===== src/rtl/arb_pkg.sv =====
// Shared types and width helpers for the round-robin arbiter and its picker.
package arb_pkg;

    typedef enum logic {IDLE, GRANTED} arb_state_e;

    // Index width that never collapses to zero bits (N==1, MAX_HOLD==0).
    function automatic int clog2_min1(input int value);
        return (value <= 2) ? 1 : $clog2(value);
    endfunction

endpackage


===== src/rtl/rr_pick.sv =====
// Combinational masked priority picker: first set request at or above ptr,
// wrapping back to index 0, found with a single upward scan of a doubled vector.
module rr_pick
    import arb_pkg::*;
#(
    parameter int N = 4,
    localparam int PW = clog2_min1(N)
) (
    input  logic [N-1:0]  req,
    input  logic [PW-1:0] ptr,
    output logic          found,
    output logic [PW-1:0] idx,
    output logic [N-1:0]  onehot
);

    // Lower copy keeps only requests at or above ptr; upper copy supplies the wrap.
    logic [2*N-1:0] w_dbl;

    generate
        for (genvar gi = 0; gi < N; gi++) begin : g_dbl
            assign w_dbl[gi]     = req[gi] && (PW'(gi) >= ptr);
            assign w_dbl[gi + N] = req[gi];
        end
    endgenerate

    always_comb begin
        found  = 1'b0;
        idx    = '0;
        onehot = '0;
        for (int i = 0; i < 2 * N; i++) begin
            if (!found && w_dbl[i]) begin
                found           = 1'b1;
                idx             = PW'(i % N);
                onehot[i % N]   = 1'b1;
            end
        end
    end

endmodule


===== src/rtl/rr_arbiter.sv =====
// N-way arbiter with registered one-hot grant, round-robin or fixed priority,
// and an optional hold limit that revokes a grant after MAX_HOLD cycles.
module rr_arbiter
    import arb_pkg::*;
#(
    parameter int N        = 4,
    parameter int RR_MODE  = 1,
    parameter int MAX_HOLD = 0,
    localparam int PW = clog2_min1(N),
    localparam int HW = clog2_min1(MAX_HOLD + 1)
) (
    input  logic          clk,
    input  logic          rst,
    input  logic [N-1:0]  request,
    output logic [N-1:0]  grant,
    output logic [PW-1:0] grant_id,
    output logic          busy,
    output logic          timeout
);

    arb_state_e    r_state, w_state_next;
    logic [PW-1:0] r_ptr, w_ptr_next;
    logic [HW-1:0] r_hold, w_hold_next;
    logic [N-1:0]  r_grant, w_grant_next;
    logic [PW-1:0] r_id, w_id_next;
    logic          r_timeout, w_timeout_next;

    logic          w_owner_req;
    logic          w_release;
    logic          w_expire;
    logic [PW-1:0] w_ptr_inc;
    logic [HW-1:0] w_hold_inc;
    logic [PW-1:0] w_pick_ptr;
    logic          w_found;
    logic [PW-1:0] w_idx;
    logic [N-1:0]  w_onehot;

    assign w_owner_req = request[r_id];
    assign w_ptr_inc   = (r_id == PW'(N - 1)) ? '0 : r_id + PW'(1);
    assign w_hold_inc  = (r_hold == HW'(MAX_HOLD)) ? r_hold : r_hold + HW'(1);

    // A release on the same edge as an expiry wins: expiry needs the request still high.
    assign w_release = (r_state == GRANTED) && !w_owner_req;
    assign w_expire  = (MAX_HOLD > 0) && (r_state == GRANTED) && w_owner_req
                       && (w_hold_inc == HW'(MAX_HOLD));

    // The handover pick uses the already-advanced pointer so there is no idle bubble.
    assign w_pick_ptr = w_expire  ? w_ptr_inc :
                        w_release ? ((RR_MODE != 0) ? w_ptr_inc : '0) :
                                    r_ptr;

    rr_pick #(.N(N)) u_pick (
        .req    (request),
        .ptr    (w_pick_ptr),
        .found  (w_found),
        .idx    (w_idx),
        .onehot (w_onehot)
    );

    always_comb begin
        w_state_next   = r_state;
        w_ptr_next     = r_ptr;
        w_hold_next    = r_hold;
        w_grant_next   = r_grant;
        w_id_next      = r_id;
        w_timeout_next = 1'b0;
        case (r_state)
            IDLE: begin
                if (w_found) begin
                    w_state_next = GRANTED;
                    w_grant_next = w_onehot;
                    w_id_next    = w_idx;
                    w_hold_next  = '0;
                end
            end
            GRANTED: begin
                if (w_release || w_expire) begin
                    w_ptr_next     = w_pick_ptr;
                    w_hold_next    = '0;
                    w_timeout_next = w_expire;
                    if (w_found) begin
                        w_grant_next = w_onehot;
                        w_id_next    = w_idx;
                    end else begin
                        w_state_next = IDLE;
                        w_grant_next = '0;
                        w_id_next    = '0;
                    end
                end else begin
                    w_hold_next = w_hold_inc;
                end
            end
            default: begin
                w_state_next = IDLE;
                w_grant_next = '0;
                w_id_next    = '0;
            end
        endcase
    end

    always_ff @(posedge clk) begin
        if (!rst) begin
            r_state   <= IDLE;
            r_ptr     <= '0;
            r_hold    <= '0;
            r_grant   <= '0;
            r_id      <= '0;
            r_timeout <= 1'b0;
        end else begin
            r_state   <= w_state_next;
            r_ptr     <= w_ptr_next;
            r_hold    <= w_hold_next;
            r_grant   <= w_grant_next;
            r_id      <= w_id_next;
            r_timeout <= w_timeout_next;
        end
    end

    assign grant    = r_grant;
    assign grant_id = r_id;
    assign busy     = |r_grant;
    assign timeout  = r_timeout;

endmodule

===== config.mk =====
export PLATFORM = sky130hd
export DESIGN_NAME = rr_arbiter
export DESIGN_NICKNAME = d
export VERILOG_FILES = /design/src/rtl/arb_pkg.sv /design/src/rtl/rr_pick.sv /design/src/rtl/rr_arbiter.sv
export SDC_FILE = /design/constraint.sdc
export NUM_CORES = 1
export LEC_CHECK = 0
export ABC_CLOCK_PERIOD_IN_PS = 2400
export CAP_MARGIN = 20
export CORE_UTILIZATION = 47
export CTS_CLUSTER_SIZE = 14
export DETAILED_ROUTE_END_ITERATION = 10
export PLACE_DENSITY = 0.75
export SYNTH_ARGS = -nofsm -noshare
export SYNTH_HDL_FRONTEND = slang
export SYNTH_SLANG_ARGS = --single-unit
export TNS_END_PERCENT = 1

===== constraint.sdc =====
create_clock -name clk -period 2.4 [get_ports clk]
set_input_delay 0.36 -clock clk [delete_from_list [all_inputs] [get_ports clk]]
set_output_delay 0.36 -clock clk [all_outputs]
set_load 0.02 [all_outputs]

==> reports/metrics.cfg, run 1 <==
[sta]
final.setup_skew_ns = 0.00281
maxSlewViolCount = 0
min_period_ns = 2.14
fmax_ghz = 0.466
post-route-period-util_pct = 89.3
setup_viol = 0
rsz0062_at_grt = false
hold_violations = 0
finalSetupTns_ns = 0

[run_status]
outcome = finished clean

[drt]
drtIter0Drc = 10
drt_wl_total_mm = 1.69
drc_errors = 0
num_vias = 665
firstDrtPassIters = 5
antenna_left = 0
avgViaCountPerCell = 6.10
wl_per_cell_um = 15.5

[clocking]
clk_pin_slew_ns = 0.07
cts_buffers = 3
ctsResizeCount = 0
ctsHoldBuffers = 0
postCtsSetupBuffers = 0
clk_latency_ns = 0.27
cts_tree = yes
clock_tree.root_cell = clkbuf_4
cts.sinks = 9
cts.path.max_buffers = 2
htree_levels = 1

[placed_design]
io_buffers = 12
gp_congestion = 0.878
post-dp-hpwl_mm = 1.28
place_inst = 105

[critical_path]
cp_data_arrival_time_ns = 2.34
worstReg2RegStart = grant_id[0]$_SDFFE_PN0P_
regToRegEndpoint = grant_id[0]$_SDFFE_PN0P_
crit_fanout = 4
crit_type = primary input to flip-flop
r2r_slack_ns = 0.38
rr_worst_depth = 6
cp-start-kind = primary input
critical_path.endpoint_type = flip-flop
crit_required_ns = 2.60

[cells_and_area]
nets = 103
n_antenna_cell = 0
final_cells = 109
layout_common_cells = 12 x clkdlybuf4s50_1, 10 x buf_4, 9 x dfxtp_1
final_common_cell = clkdlybuf4s50_1
drive_gt1_share_pct = 21.1
synthToLayoutAreaGrowth_pct = 32.1

[yosys]
ys_seq_elements = 9
synth_cell_types = 37
ys_async_sr_fraction_pct = 0
synth.yosys.seq_area_share_pct = 28.5
synth_area_leaders = dfxtp_1 29%, a21oi_1 5.5%, and2_1 4.0%, mux2_2 3.6%, mux4_2 3.6%
syn_inst = 73
syn_area_um2 = 632
yosys.area.top_type_share_pct = 28.5
synth_largest_area_cell = dfxtp_1
synthesis.nets = 80
synth_top_flop_cell = dfxtp_1
ys.warnings.count = 0
syn_avg_cell_area_um2 = 8.66
synth_edf_count = 0

[grt]
grt_pass1_wl_mm = 2.86
grtUsageTotal_pct = 29.2
grt.overflow.total = 0
grt_max_degree = 13
antenna_found_initial = 0
grt_pass1_vias = 598

[floorplanning]
dieHeight_um = 38.7
start_util_pct = 54.0
die_w_um = 38.7
rows = 12
io_pins = 14
die_area_um2 = 1490
fp.coreArea_um2 = 1170

[min_path]
hold_path_class = flip-flop to flip-flop
hold_path_depth = 2
hp-start = grant[1]$_SDFFE_PN0P_
worstHoldEndpoint = grant[1]$_SDFFE_PN0P_

[power_and_ir_drop]
p_per_area_nw_per_um2 = 623
ir_drop_mv = 0.321
power.leakage_uw = 0.000321

[run]
cap_violations = 0

[power by group]
group | internal (µW) | leakage (µW) | switching, µW
sequential | 165 | 0.0000741 | 17.2
combinational | 107 | 0.000231 | 106
clock | 64.5 | 0.0000150 | 60.1
[worst max-delay path by stage]
stage                                         from                        to  depth (start not counted)
after CTS                               request[3]  grant_id[0]$_SDFFE_PN0P_                          7
after global routing                    request[3]  grant_id[0]$_SDFFE_PN0P_                          7
after global placement                  request[3]  grant_id[0]$_SDFFE_PN0P_                          7
after floorplan           grant_id[0]$_SDFFE_PN0P_     grant[3]$_SDFFE_PN0P_                          6
after detailed placement                request[3]  grant_id[0]$_SDFFE_PN0P_                          7
final                                   request[3]  grant_id[0]$_SDFFE_PN0P_                          7
[area by class of cell]
cell class	count	area [µm²]
fill	105	337
inverter	3	11.3
multi-input combinational	57	404
clock buffer	4	26.3
sequential	9	180
timing repair buffer	22	195
tap	14	17.5
[cell usage after synthesis, types with 2 or more instances]
cell type	n
dfxtp_1	9
a21oi_1	7
nand2_1	6
and2_1	4
o21ai_1	4
a31oi_1	3
inv_1	3
o21ai_0	3
buf_4	2
mux2_2	2
nand3_1	2
o22ai_1	2
or4_1	2
[per-stage QoR]
step           utilization, %  hold slack, ns  setup slack [ns]  power [µW]  instance area (µm²)
6_report                 71.3           0.484             0.256         520                  835
5_1_grt                  71.3           0.502             0.158         552                  835
4_1_cts                  71.3           0.488             0.260         520                  835
3_5_place_dp             69.0           0.479          -0.00854         397                  808
3_3_place_gp             69.0           0.462           -0.0125         395                  808
2_1_floorplan               -           0.462             0.223         312                  632
[registers in the layout, indices dropped and copies added (netlist names)]
register  flops
grant_id      2
r_ptr         2
r_state       1
grant         4
[per-layer routing]
| metal | share of wire, % | up-vias | track usage, % |
|---|---|---|---|
| met5 | 0 | - | 0 |
| met4 | 3.1 | 0 | 18.1 |
| met3 | 4.6 | 7 | 5.20 |
| met2 | 45 | 22 | 41.7 |
| met1 | 48 | 312 | 39.7 |
| li1 | - | 324 | - |
[worst max-delay path, stage by stage]
cell and delay [ns]:
clkdlybuf4s50_1 0.43, mux4_2 0.53, nor2b_4 0.17, mux2i_2 0.32
a21oi_1 0.12, or2_1 0.26, a31oi_1 0.16
[logic make-up (layout without fill, tap and decap cells)]
family	Yosys count	after routing	share of synthesized area, %
other	1	1	0.593
flip-flops	9	9	28.5
AO/OA/AOI/OAI	28	28	28.3
adder cells (fa/ha/maj)	1	1	1.98
buffers and inverters	7	29	7.52
multiplexers	6	6	13.3
AND/OR/NAND/NOR	21	21	19.8
(Power assumes the default switching activity.)
==> inputs of run 2 (changes only) <==
--- a/config.mk
+++ b/config.mk
@@ -5,12 +5,12 @@
 export SDC_FILE = /design/constraint.sdc
 export NUM_CORES = 1
 export LEC_CHECK = 0
-export ABC_CLOCK_PERIOD_IN_PS = 2400
+export ABC_CLOCK_PERIOD_IN_PS = 1900
 export CAP_MARGIN = 20
-export CORE_UTILIZATION = 47
+export CORE_UTILIZATION = 43
 export CTS_CLUSTER_SIZE = 14
 export DETAILED_ROUTE_END_ITERATION = 10
-export PLACE_DENSITY = 0.75
+export PLACE_DENSITY = 0.72
 export SYNTH_ARGS = -nofsm -noshare
 export SYNTH_HDL_FRONTEND = slang
 export SYNTH_SLANG_ARGS = --single-unit
==> constraint.sdc (replaced) <==
create_clock -name clk -period 1.9 [get_ports clk]
set_input_delay 0.285 -clock clk [delete_from_list [all_inputs] [get_ports clk]]
set_output_delay 0.285 -clock clk [all_outputs]
set_load 0.02 [all_outputs]
==> run 2 against run 1 <==
Compared with the run above:
- the run now ends with setup timing left
- largest power group unchanged
- sequential power up 26%
- largest cell class unchanged
- flip-flop and latch count unchanged
- combinational power up 65%
- cell count up 9.2%
- global-route usage down 1.3 points
- core utilization up 2.1 points
- wire length up 21%
==> reports/metrics.cfg, run 2 (same netlist as run 1, synthesis figures left out) <==
[sta]
post-route-period-util_pct = 104
rsz0062_at_grt = true  ; was false
setup_viol = 6  ; was 0
fmax_ghz = 0.508
hold_violations = 0  ; unchanged
final.setup_skew_ns = 0.00413  ; was 0.00281 ns
maxSlewViolCount = 0  ; unchanged
min_period_ns = 1.97
setup_ws_ns = -0.0670  ; was 0.256 ns

[clocking]
clk_pin_slew_ns = 0.06  ; was 0.07 ns
clock_tree.root_cell = clkbuf_4  ; unchanged
cts_buffers = 3  ; unchanged
postCtsSetupBuffers = 0  ; unchanged
cts.path.max_buffers = 2  ; unchanged
ctsHoldBuffers = 0  ; unchanged
cts.sinks = 9  ; unchanged
clk_latency_ns = 0.27  ; about the same
cts_tree = yes  ; unchanged
htree_levels = 1  ; unchanged

[cells_and_area]
nets = 112  ; was 103
synthToLayoutAreaGrowth_pct = 54.9  ; was 32.1%
final_common_cell = buf_4  ; was clkdlybuf4s50_1
stdcell_area_um2 = 978  ; was 835 µm²
n_antenna_cell = 0  ; unchanged
layout_common_cells = 19 x buf_4, 8 x dfxtp_1, 7 x clkdlybuf4s50_1  ; was 12 x clkdlybuf4s50_1, 10 x buf_4, 9 x dfxtp_1
largest_reg_flops = 4  ; unchanged
fill_cells = 99  ; was 105
drive_gt1_share_pct = 38.5  ; was 21.1%

[drt]
drc_errors = 0  ; unchanged
num_vias = 750  ; was 665
drt_wl_total_mm = 2.04  ; was 1.69 mm
wl_per_cell_um = 17.2  ; was 15.5 µm
firstDrtPassIters = 4  ; was 5
drtIter0Drc = 35  ; was 10
avgViaCountPerCell = 6.30  ; was 6.10
antenna_left = 0  ; unchanged

[placed_design]
io_buffers = 12  ; unchanged
dp_slack_ns = -0.422  ; was -0.00854 ns
gp_congestion = 0.970  ; was 0.878
place_area_um2 = 887  ; was 808 µm²
post-dp-hpwl_mm = 1.49  ; was 1.28 mm

[critical_path]
r2r_slack_ns = -0.07  ; was 0.38 ns
rr_worst_depth = 6  ; unchanged
critical_path.endpoint_type = flip-flop  ; unchanged
crit_required_ns = 2.07  ; was 2.60 ns
crit_fanout = 4  ; unchanged
cp_data_arrival_time_ns = 2.14  ; was 2.34 ns
cp-start-kind = flip-flop  ; was primary input
crit_type = flip-flop to flip-flop  ; was primary input to flip-flop

[grt]
antenna_found_initial = 0  ; unchanged
grt_pass1_vias = 626  ; was 598
grt.overflow.total = 0  ; unchanged
grt_max_degree = 10  ; was 13
grt_pass1_wl_mm = 2.95  ; was 2.86 mm
grtUsageTotal_pct = 27.9  ; was 29.2%

[floorplanning]
rows = 13  ; was 12
io_pins = 14  ; unchanged
die_area_um2 = 1630  ; was 1490 µm²
fp.coreArea_um2 = 1330  ; was 1170 µm²
start_util_pct = 47.4  ; was 54.0%
dieHeight_um = 40.3  ; was 38.7 µm
die_w_um = 40.3  ; was 38.7 µm

[run_status]
violations = setup timing
outcome = finished with violations  ; was finished clean

[power_and_ir_drop]
power.leakage_uw = 0.000389  ; was 0.000321 µW
ir_drop_mv = 0.514  ; was 0.321 mV
p_per_area_nw_per_um2 = 755  ; was 623 nW/µm²

[min_path]
hold_path_depth = 2  ; unchanged
hold_path_class = flip-flop to flip-flop  ; unchanged

[run]
cap_violations = 0  ; unchanged

-- run 2: changes by cell type in the layout (fill, tap and decap cells not counted), sizes merged --
cell           delta
dlygate4sd2       +5
clkdlybuf4s50     -5
buf               +9
-- run 2: layout make-up --
type	instances	area, µm²	share of cell area [%]
multi-input combinational	57	482	49.2
timing repair buffer	31	256	26.2
sequential	9	184	18.8
clock buffer	4	26.3	2.69
tap	15	18.8	1.92
inverter	3	11.3	1.15
-- run 2: where the power goes --
part	total, µW	leakage, µW	switching (µW)	internal [µW]
logic	352	0.000300	181	171
registers	229	0.0000747	19.9	210
clock network	158	0.0000150	76.2	81.5
-- run 2: path summary, 6_finish.rpt --
check	startpoint	endpoint
worst max-delay path	grant_id[0]$_SDFFE_PN0P_	grant[3]$_SDFFE_PN0P_
worst min-delay path	grant[1]$_SDFFE_PN0P_	grant[1]$_SDFFE_PN0P_
worst max register to register	grant_id[0]$_SDFFE_PN0P_	grant[3]$_SDFFE_PN0P_
worst min register to register	grant[1]$_SDFFE_PN0P_	grant[1]$_SDFFE_PN0P_
-- run 2: timing repair --
action	CTS	global route
gates resized for setup	10	7
pin swaps	6	6
setup endpoints to repair	7	6
gates cloned	0	0
-- run 2: routing by layer --
metal | GRT usage (%) | part of all wire (%) | vias up
met3 | 7.22 | 7.0 | 5
met1 | 37.6 | 42 | 363
met2 | 42.9 | 49 | 45
met5 | 0 | 0 | -
met4 | 9.17 | 1.6 | 0
li1 | - | - | 337
-- run 2: through the flow --
step | setup TNS, ns | instances | hold WS (ns) | total power (µW) | util, %
after floorplan | -0.178 | 73 | 0.387 | 397 | -
after global placement | -2.31 | 115 | 0.490 | 534 | 66.5
after detailed placement | -2.63 | 115 | 0.492 | 540 | 66.5
after CTS | -0.141 | 119 | 0.503 | 704 | 70.3
after global routing | -0.620 | 119 | 0.529 | 772 | 73.4
final | -0.200 | 119 | 0.508 | 739 | 73.4
-- run 2: critical path, cell delays in order (launching register included) --
cell and delay (ns):
dfxtp_4 0.36, mux4_2 0.54, nor2b_4 0.19, mux2_4 0.37, o221ai_4 0.20, o21ai_1 0.08, and2_1 0.13
